$ cat config.mk
export PLATFORM = sky130hd
export DESIGN_NAME = jump_predict_stage
export DESIGN_NICKNAME = d
export VERILOG_FILES = /design/src/rtl/jump_predict_stage_pkg.sv /design/src/rtl/jump_ras.sv /design/src/rtl/jump_predict_stage.sv
export SDC_FILE = /design/constraint.sdc
export NUM_CORES = 1
export LEC_CHECK = 0
export ABC_CLOCK_PERIOD_IN_PS = 3980
export BUFFER_PORTS_ARGS = -buffer_cell sky130_fd_sc_hd__clkbuf_2
export CAP_MARGIN = 15
export CORE_MARGIN = 10
export CORE_UTILIZATION = 55
export CTS_CLUSTER_DIAMETER = 30
export CTS_CLUSTER_SIZE = 20
export DETAILED_ROUTE_END_ITERATION = 8
export GPL_TIMING_DRIVEN = 0
export HOLD_SLACK_MARGIN = 0.15
export PLACE_DENSITY_LB_ADDON = 0.3
export SYNTH_ARGS = -nofsm -noshare
export SYNTH_HDL_FRONTEND = slang
export SYNTH_SLANG_ARGS = --single-unit
$ cat constraint.sdc
create_clock -name clk -period 3.98 [get_ports clk]
set_clock_uncertainty 0.05 [all_clocks]
set_input_delay 0 -clock clk [delete_from_list [all_inputs] [get_ports clk]]
set_output_delay 0 -clock clk [all_outputs]
set_load 0.1 [all_outputs]
$ cat src/rtl/jump_predict_stage_pkg.sv
// Shared decode constants for the fetch-side jump predictor: opcodes,
// out_kind encodings and the link-register test used for call/return hints.
package jump_predict_stage_pkg;

    localparam logic [6:0] OP_JAL    = 7'b1101111;
    localparam logic [6:0] OP_JALR   = 7'b1100111;
    localparam logic [6:0] OP_BRANCH = 7'b1100011;

    typedef enum logic [1:0] {
        KIND_NONE   = 2'b00,
        KIND_JAL    = 2'b01,
        KIND_BRANCH = 2'b10,
        KIND_RET    = 2'b11
    } kind_e;

    // x1 (ra) and x5 (t0) are the link registers recognised by call/return hints.
    function automatic logic is_link(input logic [4:0] reg_idx);
        return (reg_idx == 5'd1) || (reg_idx == 5'd5);
    endfunction

endpackage

$ cat src/rtl/jump_ras.sv
// Return-address stack: circular buffer with a top pointer and a saturating
// count; a push when full silently overwrites the oldest entry.
module jump_ras #(
    parameter int XLEN      = 32,
    parameter int RAS_DEPTH = 4
) (
    input  logic            clk,
    input  logic            rst_n,
    input  logic            push,
    input  logic            pop,
    input  logic [XLEN-1:0] push_data,
    output logic [XLEN-1:0] top_data,
    output logic            empty
);
    localparam int PTR_W = $clog2(RAS_DEPTH);
    localparam int CNT_W = $clog2(RAS_DEPTH + 1);
    localparam logic [CNT_W-1:0] FULL = CNT_W'(RAS_DEPTH);

    logic [XLEN-1:0]  mem [RAS_DEPTH];
    logic [PTR_W-1:0] top;
    logic [CNT_W-1:0] count;

    // NOTE: the storage array has no reset; a zero count is what makes its contents invalid.
    always_ff @(posedge clk) begin
        if (push) begin
            mem[top + PTR_W'(1)] <= push_data;
        end
    end

    always_ff @(posedge clk or negedge rst_n) begin
        if (!rst_n) begin
            top   <= '0;
            count <= '0;
        end else if (push) begin
            top   <= top + PTR_W'(1);
            count <= (count == FULL) ? count : count + CNT_W'(1);
        end else if (pop && (count != '0)) begin
            top   <= top - PTR_W'(1);
            count <= count - CNT_W'(1);
        end
    end

    assign top_data = mem[top];
    assign empty    = (count == '0);

endmodule

$ cat src/rtl/jump_predict_stage.sv
// Registered fetch-side control-flow predictor (JAL, backward branches, returns).
// Define RAS_EN to build in the return-address stack; without it JALR never redirects.
module jump_predict_stage
    import jump_predict_stage_pkg::*;
#(
    parameter int XLEN      = 32,
    parameter int RAS_DEPTH = 4
) (
    input  logic            clk,
    input  logic            rst_n,
    input  logic            flush,
    input  logic            in_valid,
    output logic            in_ready,
    input  logic [XLEN-1:0] in_pc,
    input  logic [31:0]     in_instr,
    output logic            out_valid,
    input  logic            out_ready,
    output logic [XLEN-1:0] out_pc,
    output logic [31:0]     out_instr,
    output logic            out_redirect,
    output logic [XLEN-1:0] out_target,
    output logic [1:0]      out_kind
);
    logic            accept;
    logic [6:0]      opcode;
    logic [XLEN-1:0] j_imm;
    logic [XLEN-1:0] b_imm;
    logic            nxt_redirect;
    kind_e           nxt_kind;
    logic [XLEN-1:0] nxt_target;

    assign in_ready = !flush && (!out_valid || out_ready);
    assign accept   = in_valid && in_ready;
    assign opcode   = in_instr[6:0];

    assign j_imm = {{(XLEN-21){in_instr[31]}}, in_instr[31], in_instr[19:12],
                    in_instr[20], in_instr[30:21], 1'b0};
    assign b_imm = {{(XLEN-13){in_instr[31]}}, in_instr[31], in_instr[7],
                    in_instr[30:25], in_instr[11:8], 1'b0};

`ifdef RAS_EN
    localparam logic [XLEN-1:0] PC_STEP = XLEN'(4);

    logic [4:0]      rd;
    logic [4:0]      rs1;
    logic [2:0]      funct3;
    logic            ras_push;
    logic            ras_pop;
    logic            ras_empty;
    logic [XLEN-1:0] ras_top;

    assign rd     = in_instr[11:7];
    assign rs1    = in_instr[19:15];
    assign funct3 = in_instr[14:12];

    jump_ras #(
        .XLEN      (XLEN),
        .RAS_DEPTH (RAS_DEPTH)
    ) u_ras (
        .clk       (clk),
        .rst_n     (rst_n),
        .push      (accept && ras_push),
        .pop       (accept && ras_pop),
        .push_data (in_pc + PC_STEP),
        .top_data  (ras_top),
        .empty     (ras_empty)
    );
`endif

    always_comb begin
        // NOTE: every output of this block gets a default first so no latch can be inferred.
        nxt_redirect = 1'b0;
        nxt_kind     = KIND_NONE;
        nxt_target   = '0;
`ifdef RAS_EN
        ras_push     = 1'b0;
        ras_pop      = 1'b0;
`endif
        case (opcode)
            OP_JAL: begin
                nxt_redirect = 1'b1;
                nxt_kind     = KIND_JAL;
                nxt_target   = in_pc + j_imm;
`ifdef RAS_EN
                ras_push     = is_link(rd);
`endif
            end
            OP_BRANCH: begin
                if (in_instr[31]) begin
                    nxt_redirect = 1'b1;
                    nxt_kind     = KIND_BRANCH;
                    nxt_target   = in_pc + b_imm;
                end
            end
`ifdef RAS_EN
            OP_JALR: begin
                if (funct3 == 3'b000) begin
                    if (is_link(rd)) begin
                        ras_push = 1'b1;
                    end else if ((rd == 5'd0) && is_link(rs1) && !ras_empty) begin
                        ras_pop      = 1'b1;
                        nxt_redirect = 1'b1;
                        nxt_kind     = KIND_RET;
                        nxt_target   = ras_top;
                    end
                end
            end
`endif
            default: ;
        endcase
    end

    // NOTE: sequential state uses non-blocking assignments so every register samples pre-edge values.
    always_ff @(posedge clk or negedge rst_n) begin
        if (!rst_n) begin
            out_valid    <= 1'b0;
            out_pc       <= '0;
            out_instr    <= '0;
            out_redirect <= 1'b0;
            out_target   <= '0;
            out_kind     <= KIND_NONE;
        end else if (flush) begin
            out_valid <= 1'b0;
        end else if (accept) begin
            out_valid    <= 1'b1;
            out_pc       <= in_pc;
            out_instr    <= in_instr;
            out_redirect <= nxt_redirect;
            out_target   <= nxt_target;
            out_kind     <= nxt_kind;
        end else if (out_ready) begin
            out_valid <= 1'b0;
        end
    end

endmodule

# Word level (Yosys, flattened, before mapping)

Index checks and enable logic that the tools add are counted.
Widths: inputs -> output; s select.

Add/subtract/negate cells: 2
Equal/unequal tests: 2
Muxes and demuxes: 9
Bitwise operators: 1
Reductions and logical operators: 7

Operator list:

| operator           | count |
|---|---|
| $add 32x32->32     | 2 |
| $pmux 32 s2        | 1 |
| $mux 32            | 1 |
| $eq 7x7->1 const B | 2 |
| $mux 1             | 4 |
| $pmux 2 s2         | 1 |
| $reduce_bool 3->1  | 1 |
| $logic_and 1x1->1  | 2 |
| $logic_not 1->1    | 2 |
| $mux 2             | 1 |
| $pmux 1 s2         | 1 |
| $reduce_and 2->1   | 1 |
| $logic_or 1x1->1   | 1 |
| $not 1->1          | 1 |

Register bits: 100
Input port bits: 69
Word-level logic and storage cells: 27

# Logic depth before layout (Yosys ltp)

Word-level depth: 6
Mapped depth: 10
Gate-level depth less buffers: 10

# Least setup slack after synthesis

No wires, ideal clock.

Kind: register to register
From: reg out_valid
To: reg out_target[17]
Arrival: 3.344 ns
Slack: 0.457 ns
Cell stages (with the launch flop): 8
Buffers on the path: 2
Cell sequence: dfrtp_1 -> nor2b_1 -> nor2_1 -> nand2_1 -> clkbuf_1 -> clkbuf_1 -> a221oi_1 -> nand2_1

Cells in the longest elaborated chain, start to end: 5

RTL lines:

| item                              | RTL line                  | RTL |
|---|---|---|
| start: declaration                | jump_predict_stage.sv:16  | `output logic out_valid,` |
| start signal: assignment          | jump_predict_stage.sv:116 | `out_valid <= 1'b0;` |
| start signal: assignment          | jump_predict_stage.sv:123 | `out_valid <= 1'b0;` |
| start signal: assignment          | jump_predict_stage.sv:125 | `out_valid <= 1'b1;` |
| $logic_not 1->1                   | jump_predict_stage.sv:32  | `assign in_ready = !flush && (!out_valid \|\| out_ready);` |
| $logic_or 1x1->1                  | jump_predict_stage.sv:32  |  |
| $logic_and 1x1->1                 | jump_predict_stage.sv:32  |  |
| named net in_ready                | jump_predict_stage.sv:13  | `output logic in_ready,` |
| $logic_and 1x1->1                 | jump_predict_stage.sv:33  | `assign accept = in_valid && in_ready;` |
| $reduce_and 2->1 (no source line) | -                         |  |
| end signal: assignment            | jump_predict_stage.sv:129 | `out_target <= nxt_target;` |
| end: declaration                  | jump_predict_stage.sv:21  | `output logic [XLEN-1:0] out_target,` |

The timed path passes the listed nets, and every way through them passes these cells.
A chain may end at the register's enable or synchronous reset.

# Final worst setup path

From: in in_pc[1]
To: reg out_target[31]

Cells in the longest elaborated chain, start to end: 3
Elaborated cells on any way between the ends: 4

RTL lines:

| item               | RTL line                 | RTL |
|---|---|---|
| start: declaration | jump_predict_stage.sv:14 | `input logic [XLEN-1:0] in_pc,` |
| $add 32x32->32     | jump_predict_stage.sv:92 | `nxt_target = in_pc + b_imm;` |
| $mux 32            | jump_predict_stage.sv:89 | `if (in_instr[31]) begin` |
| $pmux 32 s2 *      | jump_predict_stage.sv:79 | `case (opcode)` |

Mark *: on every way between the ends. The rest lies on a longest branch, timed or not.

==> results.cfg <==
[hold_path]
hp-class = input pin to register

[clock_tree]
cts_sinks = 100
clock_path_buffers = 2
cts_made_buffers = 9
clk_pin_slew_ns = 0.07
h-tree-depth = 3
cts-root-buf = clkbuf_16
clk_latency_ns = 0.35
cts_tree = yes

[route]
drt-pass1-iter-count = 5
finalWirelength_mm = 23.25
num_vias = 7296
drt_iter0_drc = 670
wl_per_cell_um = 18.78
vias_per_cell = 5.893
drc_errors = 0
detail-route-antenna-nets = 0

[yosys]
avgSynthCellArea_um2 = 8.066
netlist.top_cell.by_area = dfrtp_1
ys_seq_area_frac = 0.3698
synthesis.nets = 953
synth_edf_count = 0
synthTopCellsByArea = dfrtp_1, nand2_1, ha_1
syn_inst = 839
yosys.area.top_type_share = 0.3698
synth_warnings = 0
synthDistinctLibCells = 77
ys.flop_type = dfrtp_1
synth_area_um2 = 6768
ys_ff_latch = 100
async_flop_share = 1.000

[power]
leakage_nw = 4.481
peakVddDrop_mv = 0.4055
power_density_nw_per_um2 = 433.7

[sta]
rsz0062_at_grt = false
post-route-min-period_ns = 2.875
tightest_slew_ns = 0.8122
finalHoldViolations = 0
fmaxAchievable_mhz = 347.8
setup_viol = 0
post-route-period-util = 0.7224
final_max_slew_viol_count = 0
slew_headroom = 0.4585
finalSetupTns_ns = 0

[placed_design]
dp.final_hpwl_mm = 16.58
placed_area_um2 = 7806
place_congestion = 0.9427
port_buffers = 169

[setup_path]
crit_path_start_kind = input pin
cp_max_fo = 4
critPathCaptureType = register
path_class = input pin to register
cp_data_required_time_ns = 4.14
arrival_ns = 3.04

[run]
maxCapViolations = 0

[layout]
antennaDiodeCount = 0
nFillCells = 918
layout.cells.most_common = nand2_1
final_cell_area_um2 = 8803
area_delta_synth_final_pct = 30.08
most-common-layout-cells = nand2_1, clkbuf_2, dfrtp_1
nets = 1200
drive_gt1_frac = 0.1952

[global_route]
grt_max_degree = 101
grt_pass1_vias = 7281
grt_pass1_wl_mm = 37.43
antenna_found_initial = 0
grt-ovfl-total = 0
grt_use_total = 0.2753

[floorplan]
boundaryPins = 170
start_util = 0.5634
core_area_um2 = 12010
die_w_um = 130.9
die_h_um = 130.9
num_rows = 40
dieArea_um2 = 17140

[run_status]
status = completed
[path summary, 6_finish.rpt]
check,start,end,slack [ns],cells after the start
worst min register to register,out_pc[20]$_DFFE_PN0P_,out_pc[20]$_DFFE_PN0P_,0.42,2
max in group asynchronous,rst_n,out_target[14]$_DFFE_PN0P_,3.06,2
worst min-delay path,in_instr[31],out_instr[31]$_DFFE_PN0P_,0.25,3
min in group asynchronous,rst_n,out_pc[29]$_DFFE_PN0P_,0.26,2
worst max-delay path,in_pc[1],out_target[31]$_DFFE_PN0P_,1.10,12
worst max register to register,out_valid$_DFFE_PN0P_,out_instr[24]$_DFFE_PN0P_,1.16,8
[area by class of cell]
cell class,instances,area (µm²),area share
timing repair buffer,236,1525,0.1733
sequential,100,2502,0.2843
inverter,13,48.80,0.005543
buffer,39,161.4,0.01833
tap,147,183.9,0.02089
clock buffer,10,239.0,0.02715
clock inverter,6,87.58,0.009949
multi-input combinational,687,4055,0.4606
[cell usage after synthesis, types with 4 or more instances]
| cell type | n |
|---|---|
| clkbuf_1 | 32 |
| a31oi_1 | 4 |
| nor2b_1 | 6 |
| xor2_1 | 11 |
| a21o_1 | 26 |
| o21ai_0 | 49 |
| nand3_1 | 15 |
| a22oi_1 | 13 |
| nand4_1 | 9 |
| nor3_1 | 10 |
| and2_1 | 4 |
| a22o_1 | 5 |
| a211oi_1 | 7 |
| o21bai_1 | 6 |
| o21ai_1 | 7 |
| inv_1 | 12 |
| a21oi_1 | 46 |
| xnor2_1 | 17 |
| o221ai_1 | 7 |
| ha_1 | 43 |
| o31ai_1 | 6 |
| nand2b_1 | 5 |
| nand2_1 | 264 |
| dfrtp_1 | 100 |
| o22ai_1 | 8 |
| a221oi_1 | 6 |
| nor2_1 | 43 |
| o211ai_1 | 7 |
[through the flow]
step	worst slack, ns	instances	hold WS, ns	total power, W	util
floorplan	0.4567	839	-0.3456	0.002447	-
global placement	1.211	1155	0.1493	0.002761	0.6492
detailed placement	1.202	1155	0.1008	0.002783	0.6499
CTS	1.137	1238	0.2264	0.003805	0.7329
global route	0.8545	1238	0.3343	0.003975	0.7329
finish	1.105	1238	0.2451	0.003818	0.7329
[kinds of logic after synthesis]
family                   after synthesis  share of synthesized area
AO/OA/AOI/OAI                        236                     0.2394
buffers and inverters                 52                    0.03106
flip-flops                           100                     0.3698
AND/OR/NAND/NOR                      376                     0.2352
adder cells (fa/ha/maj)               45                    0.08541
multiplexers                           2                   0.002958
XOR/XNOR                              28                    0.03624
[routing by layer]
metal,global-route usage,wire (µm),share of wire
met5,0,0,0
met4,0.1138,733,0.032
met3,0.05560,1883,0.081
met2,0.4692,11440,0.49
met1,0.3321,9196,0.40
[flip-flops by register name, indices dropped and copies added, names as in the netlist]
| name | count |
|---|---|
| out_instr | 32 |
| out_kind | 2 |
| out_pc | 32 |
| out_redirect | 1 |
| out_target | 32 |
| out_valid | 1 |
[power breakdown]
| group | internal, W | switching [W] | total [W] | leakage (nW) |
|---|---|---|---|---|
| sequential | 0.00112 | 0.0000573 | 0.00118 | 1.29 |
| clock | 0.000569 | 0.000409 | 0.000978 | 0.162 |
| combinational | 0.000369 | 0.00130 | 0.00166 | 3.03 |
[critical path, cell delays in order]
cell	delay [ns]
dlygate4sd3_1	0.53
clkbuf_2	0.13
ha_1	0.23
fa_1	0.40
a21oi_1	0.22
o21ai_1	0.17
a211oi_4	0.38
nor4_4	0.09
o31ai_2	0.37
nand2b_1	0.18
mux2i_1	0.22
o211ai_1	0.10
[what timing repair did]
action,4_1_cts,5_1_grt
hold buffers,67,0
hold endpoints to repair,170,0
gates resized for setup,0,0
endpoints found under the setup margin,0,0
buffers inserted,0,0
Power figures use the tool's default switching activity.
